File: config.mk
export PLATFORM = sky130hd
export DESIGN_NAME = truth_table_scanner
export DESIGN_NICKNAME = d
export VERILOG_FILES = /design/src/rtl/scan_pkg.sv /design/src/rtl/truth_table_scanner_settle_timer.sv /design/src/rtl/truth_table_scanner.sv
export SDC_FILE = /design/constraint.sdc
export NUM_CORES = 1
export LEC_CHECK = 0
export ABC_AREA = 1
export CORE_ASPECT_RATIO = 1.2
export CORE_UTILIZATION = 53
export DETAILED_ROUTE_END_ITERATION = 7
export DONT_BUFFER_PORTS = 1
export MAX_ROUTING_LAYER = met4
export PLACE_DENSITY_LB_ADDON = 0.15
export SLEW_MARGIN = 20
export SYNTH_ARGS = -nofsm -noshare
export SYNTH_HDL_FRONTEND = slang
export SYNTH_SLANG_ARGS = --single-unit
File: constraint.sdc
create_clock -name clk -period 1.3 [get_ports clk]
set_input_delay 0.26 -clock clk [delete_from_list [all_inputs] [get_ports clk]]
set_output_delay 0.26 -clock clk [all_outputs]
set_load 0.03 [all_outputs]
File: src/rtl/scan_pkg.sv
// Shared types and constants for the truth-table scanner.
package scan_pkg;

    typedef enum logic [1:0] {
        IDLE    = 2'd0,
        SETTLE  = 2'd1,
        CAPTURE = 2'd2,
        DONE    = 2'd3
    } state_t;

    localparam int N_VEC = 16;
    localparam int IDX_W = 4;

    // A vector with no settle time goes straight to sampling.
    function automatic state_t entry_state(input int settle_cycles);
        return (settle_cycles == 0) ? CAPTURE : SETTLE;
    endfunction

endpackage

File: src/rtl/truth_table_scanner_settle_timer.sv
// Loadable down-counter timing how long each stimulus vector is held before sampling.
module settle_timer #(
    parameter int SETTLE_CYCLES = 1
) (
    input  logic clk,
    input  logic rstn,
    input  logic load,
    input  logic tick,
    output logic expired
);
    import scan_pkg::*;

    localparam logic [3:0] LOAD_VAL = (SETTLE_CYCLES == 0) ? 4'd0 : 4'(SETTLE_CYCLES - 1);

    logic [3:0] cnt_r;

    // Reload on vector entry, otherwise count down while settling.
    always_ff @(posedge clk or negedge rstn) begin
        if (!rstn) begin
            cnt_r <= 4'd0;
        end else if (load) begin
            cnt_r <= LOAD_VAL;
        end else if (tick && (cnt_r != 4'd0)) begin
            cnt_r <= cnt_r - 4'd1;
        end else begin
            cnt_r <= cnt_r;
        end
    end

    assign expired = (cnt_r == 4'd0);

endmodule

File: src/rtl/truth_table_scanner.sv
// Drives all 16 input vectors into `main`, samples O and builds its truth table.
// Optional popcount output `ones` is built when SCAN_ONES_EN is defined.
module truth_table_scanner
    import scan_pkg::*;
#(
    parameter int SETTLE_CYCLES = 1
) (
    input  logic        clk,
    input  logic        rstn,
    input  logic        start,
    output logic        I0,
    output logic        I1,
    output logic        I2,
    output logic        I3,
    input  logic        O,
    output logic        busy,
    output logic        done,
    output logic [15:0] truth_table
`ifdef SCAN_ONES_EN
    ,
    output logic [4:0]  ones
`endif
);

    localparam logic [IDX_W-1:0] LAST_IDX   = IDX_W'(N_VEC - 1);
    localparam state_t           VEC_ENTRY  = entry_state(SETTLE_CYCLES);

    state_t            state_r;
    logic [IDX_W-1:0]  idx_r;
    logic              load_s;
    logic              tick_s;
    logic              expired_s;

    settle_timer #(
        .SETTLE_CYCLES(SETTLE_CYCLES)
    ) u_settle_timer (
        .clk     (clk),
        .rstn    (rstn),
        .load    (load_s),
        .tick    (tick_s),
        .expired (expired_s)
    );

    // Timer reloads whenever a new vector is about to be presented.
    always_comb begin
        load_s = 1'b0;
        case (state_r)
            IDLE, DONE: load_s = start;
            CAPTURE:    load_s = (idx_r != LAST_IDX);
            default:    load_s = 1'b0;
        endcase
    end

    assign tick_s = (state_r == SETTLE);

    // Scan sequencer with registered stimulus, status and table.
    always_ff @(posedge clk or negedge rstn) begin
        if (!rstn) begin
            state_r     <= IDLE;
            idx_r       <= {IDX_W{1'b0}};
            busy        <= 1'b0;
            done        <= 1'b0;
            truth_table <= 16'h0000;
`ifdef SCAN_ONES_EN
            ones        <= 5'd0;
`endif
        end else begin
            case (state_r)
                IDLE, DONE: begin
                    if (start) begin
                        idx_r       <= {IDX_W{1'b0}};
                        truth_table <= 16'h0000;
`ifdef SCAN_ONES_EN
                        ones        <= 5'd0;
`endif
                        done        <= 1'b0;
                        busy        <= 1'b1;
                        state_r     <= VEC_ENTRY;
                    end
                end
                SETTLE: begin
                    if (expired_s) begin
                        state_r <= CAPTURE;
                    end
                end
                CAPTURE: begin
                    truth_table[idx_r] <= O;
`ifdef SCAN_ONES_EN
                    ones <= ones + {4'd0, O};
`endif
                    if (idx_r == LAST_IDX) begin
                        state_r <= DONE;
                        busy    <= 1'b0;
                        done    <= 1'b1;
                    end else begin
                        idx_r   <= idx_r + {{(IDX_W-1){1'b0}}, 1'b1};
                        state_r <= VEC_ENTRY;
                    end
                end
                default: begin
                    state_r <= IDLE;
                    busy    <= 1'b0;
                    done    <= 1'b0;
                end
            endcase
        end
    end

    assign {I0, I1, I2, I3} = idx_r;

endmodule

==> results.toml, run 1 <==
[run_status]
status = "complete, but fails checks"
failed_checks = "negative setup slack"

[worst_setup_path]
r2r-end = "truth_table[3]"
end_kind = "flop"
reg2regPathDepth = 8
startpoint_type = "flop"
cp_data_arrival_time_ns = 1.66
worst-path-stages = 8
critPathMostFrequentCell = "nand2_1"
worst_ep_required_time_ns = 1.55
max_stage_delay_ns = 0.42
critPathKind = "reg2reg"
worstPathCellList = "inv_2, ha_4, o21ai_4, buf_12, clkbuf_16, o21ai_1, nand2_1, nand2_1"
cp_slowest_cell = "dfrtp_1"
critPathTopFamily = "flip-flops"
crit_fanout = 8
critPathLaunch = "state_r[0]"
ff2ff_setup_slack_ns = -0.11
crit_buf_inv = 3
regToRegStartpoint = "state_r[0]"
crit_path_end = "truth_table[3]"

[floorplanning]
io-pin-count = 26
dieArea_um2 = 3160
core_area_um2 = 2790
die_h_um = 61.4
initial_core_util_pct = 56.0
die_w_um = 51.5
rows = 21

[logic_synthesis]
seq_area_frac_synth_pct = 44.9
synth_fa_ha_area_share_pct = 7.22
yosys_register_bits = 28
syn_area_per_cell_um2 = 7.50
synthXorXnorAreaFrac_pct = 0
synth_cell_types = 18
syn_area_um2 = 1560
synth_warnings = 0
synthMuxAreaShare_pct = 0
synth-simple-area-share_pct = 30.3
synth_fp_nets = 221
synth_top_family_by_area = "simple AND/OR/NAND/NOR gates"
syn_inst = 208
synth_compound_area_share_pct = 9.63

[timing]
max_clock_freq_mhz = 707
setup_slack_ns = -0.115
setup_viol = 23
timing.hold.ws_ns = 0.174
hold_viol_final = 0
grt_setup_unrepaired = "true"
finalCriticalPeriod_ns = 1.41
finClkSkew_ns = 0.00441
tightestPinTransition_ns = 0.350
drv_slew = 0
period_share_pct = 109
maxSlewHeadroom_pct = 76.7

[pwr]
total_power_mw = 3.94
power_density_nw_per_um2 = 1910
p_leak_nw = 1.03
peakVddDrop_v = 0.00140

[final_layout]
area_growth_pct = 32.1
fill_cells = 215
drive_above_1_share_pct = 29.8
fin_nets = 249
utilization_pct = 73.9
fin_cells = 269
antenna_cells = 0

[clock_tree]
clock-sinks = 28
clock_path_buffers = 2
worstSkewPairLatency_ns = 0.33
h-tree-depth = 1
cts.clk_slew.worst_paths_ns = 0.15
cts_tree = "done"
cts_buffers = 3
cts_root_buffer = "clkbuf_4"

[global_routing]
grt.total_usage_pct = 26.3
grt_pass1_wl_um = 6020
antenna_found_initial = 0
grt_pass1_vias = 1477
grt_start_max_net_pins = 29
overflow = 0

[worst_hold_path]
hold_class = "in2reg"

[place]
place_inst = 260
dpl.hpwl_um = 2630
port_buffers = 0
gp_congestion = 0.789

[routing]
viasPerCell = 5.16
avgRoutedWirePerCell_um = 13.6
drtIter0Drc = 24
vias = 1387
firstDrtPassIters = 6
postRouteAntennaNets = 0
routed_wl_um = 3670
drc = 0

[job]
cap_violations = 0
==> power by group <==
| part | total [mW] | switching (mW) | internal [mW] |
|---|---|---|---|
| combinational | 2.18 | 1.15 | 1.03 |
| clock | 0.574 | 0.261 | 0.312 |
| sequential | 1.19 | 0.205 | 0.984 |
| total | 3.94 | 1.62 | 2.32 |
==> flip-flops by register name, indices dropped and copies added (netlist names) <==
name and cells:
truth_table 16, idx_r 4, u_settle_timer.cnt_r 4, state_r 2, busy 1, done 1
==> placed cells by master, fill, tap and decap left out <==
| cell | netlist | final |
|---|---|---|
| o21ai_0 | 22 | 7 |
| ha_1 | 9 | 5 |
| bufinv_16 | 0 | 1 |
| ha_4 | 0 | 3 |
| dfrtp_2 | 0 | 4 |
| inv_2 | 1 | 5 |
| nor2_2 | 1 | 1 |
| nand2_4 | 0 | 3 |
| buf_6 | 3 | 4 |
| clkbuf_4 | 0 | 3 |
| buf_12 | 0 | 3 |
| nand3_4 | 0 | 2 |
| nor2_4 | 0 | 2 |
| dlygate4sd3_1 | 0 | 1 |
| inv_8 | 0 | 2 |
| inv_1 | 19 | 13 |
| o21ai_1 | 3 | 14 |
| nand3_1 | 5 | 5 |
| nand4_1 | 3 | 3 |
| inv_4 | 1 | 1 |
| dfrtp_1 | 28 | 24 |
| ha_2 | 0 | 1 |
| nand2_1 | 81 | 69 |
| nor2_1 | 26 | 24 |
| o21ai_2 | 1 | 4 |
| buf_4 | 0 | 18 |
| buf_8 | 0 | 1 |
| o21ai_4 | 1 | 2 |
| clkbuf_16 | 0 | 1 |
| nand2_2 | 0 | 9 |
==> metrics by stage <==
step / cell area (um^2) / setup WS, ns / TNS [ns]
6_report: 2060 / -0.115 / -1.86
2_1_floorplan: 1580 / -0.0492 / -0.668
3_3_place_gp: 1760 / -0.0376 / -0.281
5_1_grt: 2060 / -0.194 / -3.96
3_5_place_dp: 1760 / -0.0843 / -1.35
4_1_cts: 1920 / -0.0962 / -1.24
==> worst min path at each step <==
| stage | startpoint | endpoint | slack (ns) | depth (start not counted) |
|---|---|---|---|---|
| after floorplan | rstn | busy | -0.04 | 0 |
| after global placement | rstn | busy | -0.04 | 0 |
| after detailed placement | rstn | busy | -0.04 | 0 |
| after CTS | O | truth_table[15] | 0.19 | 3 |
| after global routing | O | truth_table[15] | 0.17 | 3 |
| final | O | truth_table[14] | 0.17 | 4 |
==> layer usage <==
metal	vias up	GRT usage [%]	routed length [um]
met5	-	-	0
met3	5	4.44	138
met1	657	27.4	1500
li1	703	-	-
met4	0	10.8	51
met2	22	48.8	1980
==> synth_stat cells, drive strengths merged <==
cell | count | area, um^2
dfrtp | 28 | 701
nand3 | 7 | 45.0
nand4 | 3 | 18.8
clkbuf | 1 | 3.75
buf | 4 | 38.8
nor2 | 27 | 104
o21ai | 27 | 150
inv | 21 | 81.3
nand2 | 81 | 304
ha | 9 | 113
==> tightest hold or removal path, stage by stage <==
cell     delay (ns)
nand3_4        0.08
inv_8          0.06
nand2_2        0.05
nand2_1        0.04
==> final cells by class <==
cell class	count	area (um^2)	area share, %
multi-input combinational	154	872	42.3
sequential	28	706	34.3
timing repair buffer	28	290	14.1
inverter	21	96.3	4.68
tap	34	42.5	2.07
clock inverter	1	30.0	1.46
clock buffer	3	22.5	1.09
==> kinds of logic after synthesis <==
logic type,count (synthesis)
buf+inv,26
simple gates,118
flops,28
fa+ha+maj,9
compound gates,27
==> repair_timing <==
action,4_1_cts,5_1_grt
endpoints found under the setup margin,29,29
resized for setup,23,32
hold buffers,2,0
hold endpoints to repair,28,0
pin swaps,2,13
gates cloned,0,1
buffers inserted,1,1
Power figures use the tool's default switching activity.
==> inputs of run 2 (changes only) <==
- REMOVE_ABC_BUFFERS: not set -> 1
==> run 2 against run 1 <==
- the flow still finishes with violations (negative setup slack)
- register-to-register slack got worse by 0.02 ns
- non-clock buffer count fell by 4
- global-route usage fell by 1.2 points
- via count rose by 3.2%
==> results.toml, run 2 (synthesis results as in run 1) <==
[global_routing]
antenna_found_initial = 0
grt_start_max_net_pins = 29
overflow = 0
grt.total_usage_pct = 25.1
grt_pass1_vias = 1294
grt_pass1_wl_um = 5620

[timing]
max_clock_freq_mhz = 696
tightestPinTransition_ns = 0.356
setup_slack_ns = -0.137
finalCriticalPeriod_ns = 1.44
setup_viol = 24
fin_tns_setup_ns = -2.44
grt_setup_unrepaired = "true"
drv_slew = 0
period_share_pct = 111
hold_viol_final = 0
maxSlewHeadroom_pct = 76.3
finClkSkew_ns = 0.00313

[floorplanning]
dieArea_um2 = 3160
die_w_um = 51.5
rows = 21
die_h_um = 61.4
initial_core_util_pct = 56.0
io-pin-count = 26
core_area_um2 = 2790

[clock_tree]
cts.clk_slew.worst_paths_ns = 0.15
cts_buffers = 3
h-tree-depth = 1
clock-sinks = 28
worstSkewPairLatency_ns = 0.34
cts_root_buffer = "clkbuf_4"
clock_path_buffers = 2
cts_tree = "done"

[final_layout]
mostFrequentLayoutCells = "70 x nand2_1, 26 x nor2_1, 24 x dfrtp_1"
mostFrequentLayoutCell = "nand2_1"
area_growth_pct = 29.1
regMostFlops = "truth_table"
drive_above_1_share_pct = 28.9
design_area_um2 = 2010
fin_nets = 246
antenna_cells = 0
reg_top3 = "truth_table: 16 flops, idx_r: 4 flops, u_settle_timer.cnt_r: 4 flops"
fill_cells = 212
largest_register_ffs = 16

[worst_hold_path]
whs_path_depth = 4
hold_class = "in2reg"

[pwr]
sw_frac_of_total_pct = 42.9
combinationalPowerShare_pct = 54.4
pwr-share-seq_pct = 30.8
power.switching_mw = 1.70
internal-power_mw = 2.26
peakVddDrop_v = 0.00124
p_leak_nw = 1.01
power_density_nw_per_um2 = 1970
p_clk_share_pct = 14.8

[worst_setup_path]
startpoint_type = "flop"
critPathKind = "reg2reg"
cp_data_arrival_time_ns = 1.70
crit_fanout = 5
reg2regPathDepth = 5
end_kind = "flop"
worst_ep_required_time_ns = 1.57

[place]
dpl.hpwl_um = 2450
gp_congestion = 0.861
port_buffers = 0
place_area_um2 = 1710

[run_status]
failed_checks = "negative setup slack"
status = "complete, but fails checks"

[routing]
vias = 1432
viasPerCell = 5.38
routed_wl_um = 3970
firstDrtPassIters = 4
postRouteAntennaNets = 0
drtIter0Drc = 39
avgRoutedWirePerCell_um = 14.9
drc = 0

[job]
cap_violations = 0
run 2: power groups by stage:
stage	Clock [mW]	Sequential [mW]	Combinational, mW
2_1_floorplan	0	1.24	0.796
3_5_place_dp	0	1.20	1.41
6_report	0.586	1.22	2.16
3_3_place_gp	0	1.20	1.37
4_1_cts	0.582	1.20	1.67
5_1_grt	0.614	1.23	2.32
run 2: cell type report:
type / instances / area, um^2 / share of cell area [%]
clock buffer: 3 / 22.5 / 1.12
clock inverter: 1 / 30.0 / 1.49
inverter: 21 / 86.3 / 4.29
multi-input combinational: 154 / 883 / 43.9
sequential: 28 / 706 / 35.1
tap: 34 / 42.5 / 2.11
timing repair buffer: 24 / 236 / 11.7
timing repair inverter: 1 / 6.26 / 0.311
run 2: worst paths after layout:
check | from | to | slack, ns
worst max-delay path | state_r[1] | done | -0.14
max in group asynchronous | rstn | idx_r[1] | 0.77
worst min-delay path | O | truth_table[3] | 0.19
worst min register to register | u_settle_timer.cnt_r[3] | u_settle_timer.cnt_r[3] | 0.59
worst max register to register | state_r[1] | done | -0.14
min in group asynchronous | rstn | idx_r[2] | 0.35
run 2: metal layers:
layer / share of wire [%] / global-route usage, % / vias up
li1: - / - / 698
met1: 40 / 28.7 / 688
met2: 55 / 45.3 / 39
met3: 3.8 / 3.46 / 7
met4: 1.5 / 8.11 / 0
met5: 0 / - / -
run 2: worst max-delay path, stage by stage (launching register included):
cell and delay, ns:
dfrtp_1 0.45, ha_4 0.29, o21ai_4 0.23, buf_6 0.16, nand2_4 0.06, o21ai_1 0.17
run 2: timing repair:
item,in CTS,in global routing
pin swaps,1,11
buffers inserted,2,0
hold buffers,2,0
setup endpoints to repair,29,30
gates cloned,0,2
gates resized for setup,26,43
hold endpoints to repair,28,0
run 2: stage by stage:
| stage | total power [mW] | utilization (%) | hold WS (ns) | worst slack (ns) | std cells |
|---|---|---|---|---|---|
| after floorplan | 2.03 | - | -0.0356 | -0.252 | 203 |
| after global placement | 2.56 | 61.5 | -0.0351 | -0.103 | 256 |
| after detailed placement | 2.61 | 61.5 | -0.0350 | -0.166 | 256 |
| after CTS | 3.45 | 67.5 | 0.190 | -0.0763 | 264 |
| after global routing | 4.17 | 72.3 | 0.198 | -0.190 | 266 |
| final | 3.96 | 72.3 | 0.194 | -0.137 | 266 |
==> inputs of run 3 (changes only) <==
- CTS_CLUSTER_DIAMETER: not set -> 200
==> results of run 3 <==
Same layout as run 2: the final DEF is identical, and so are final timing and power.
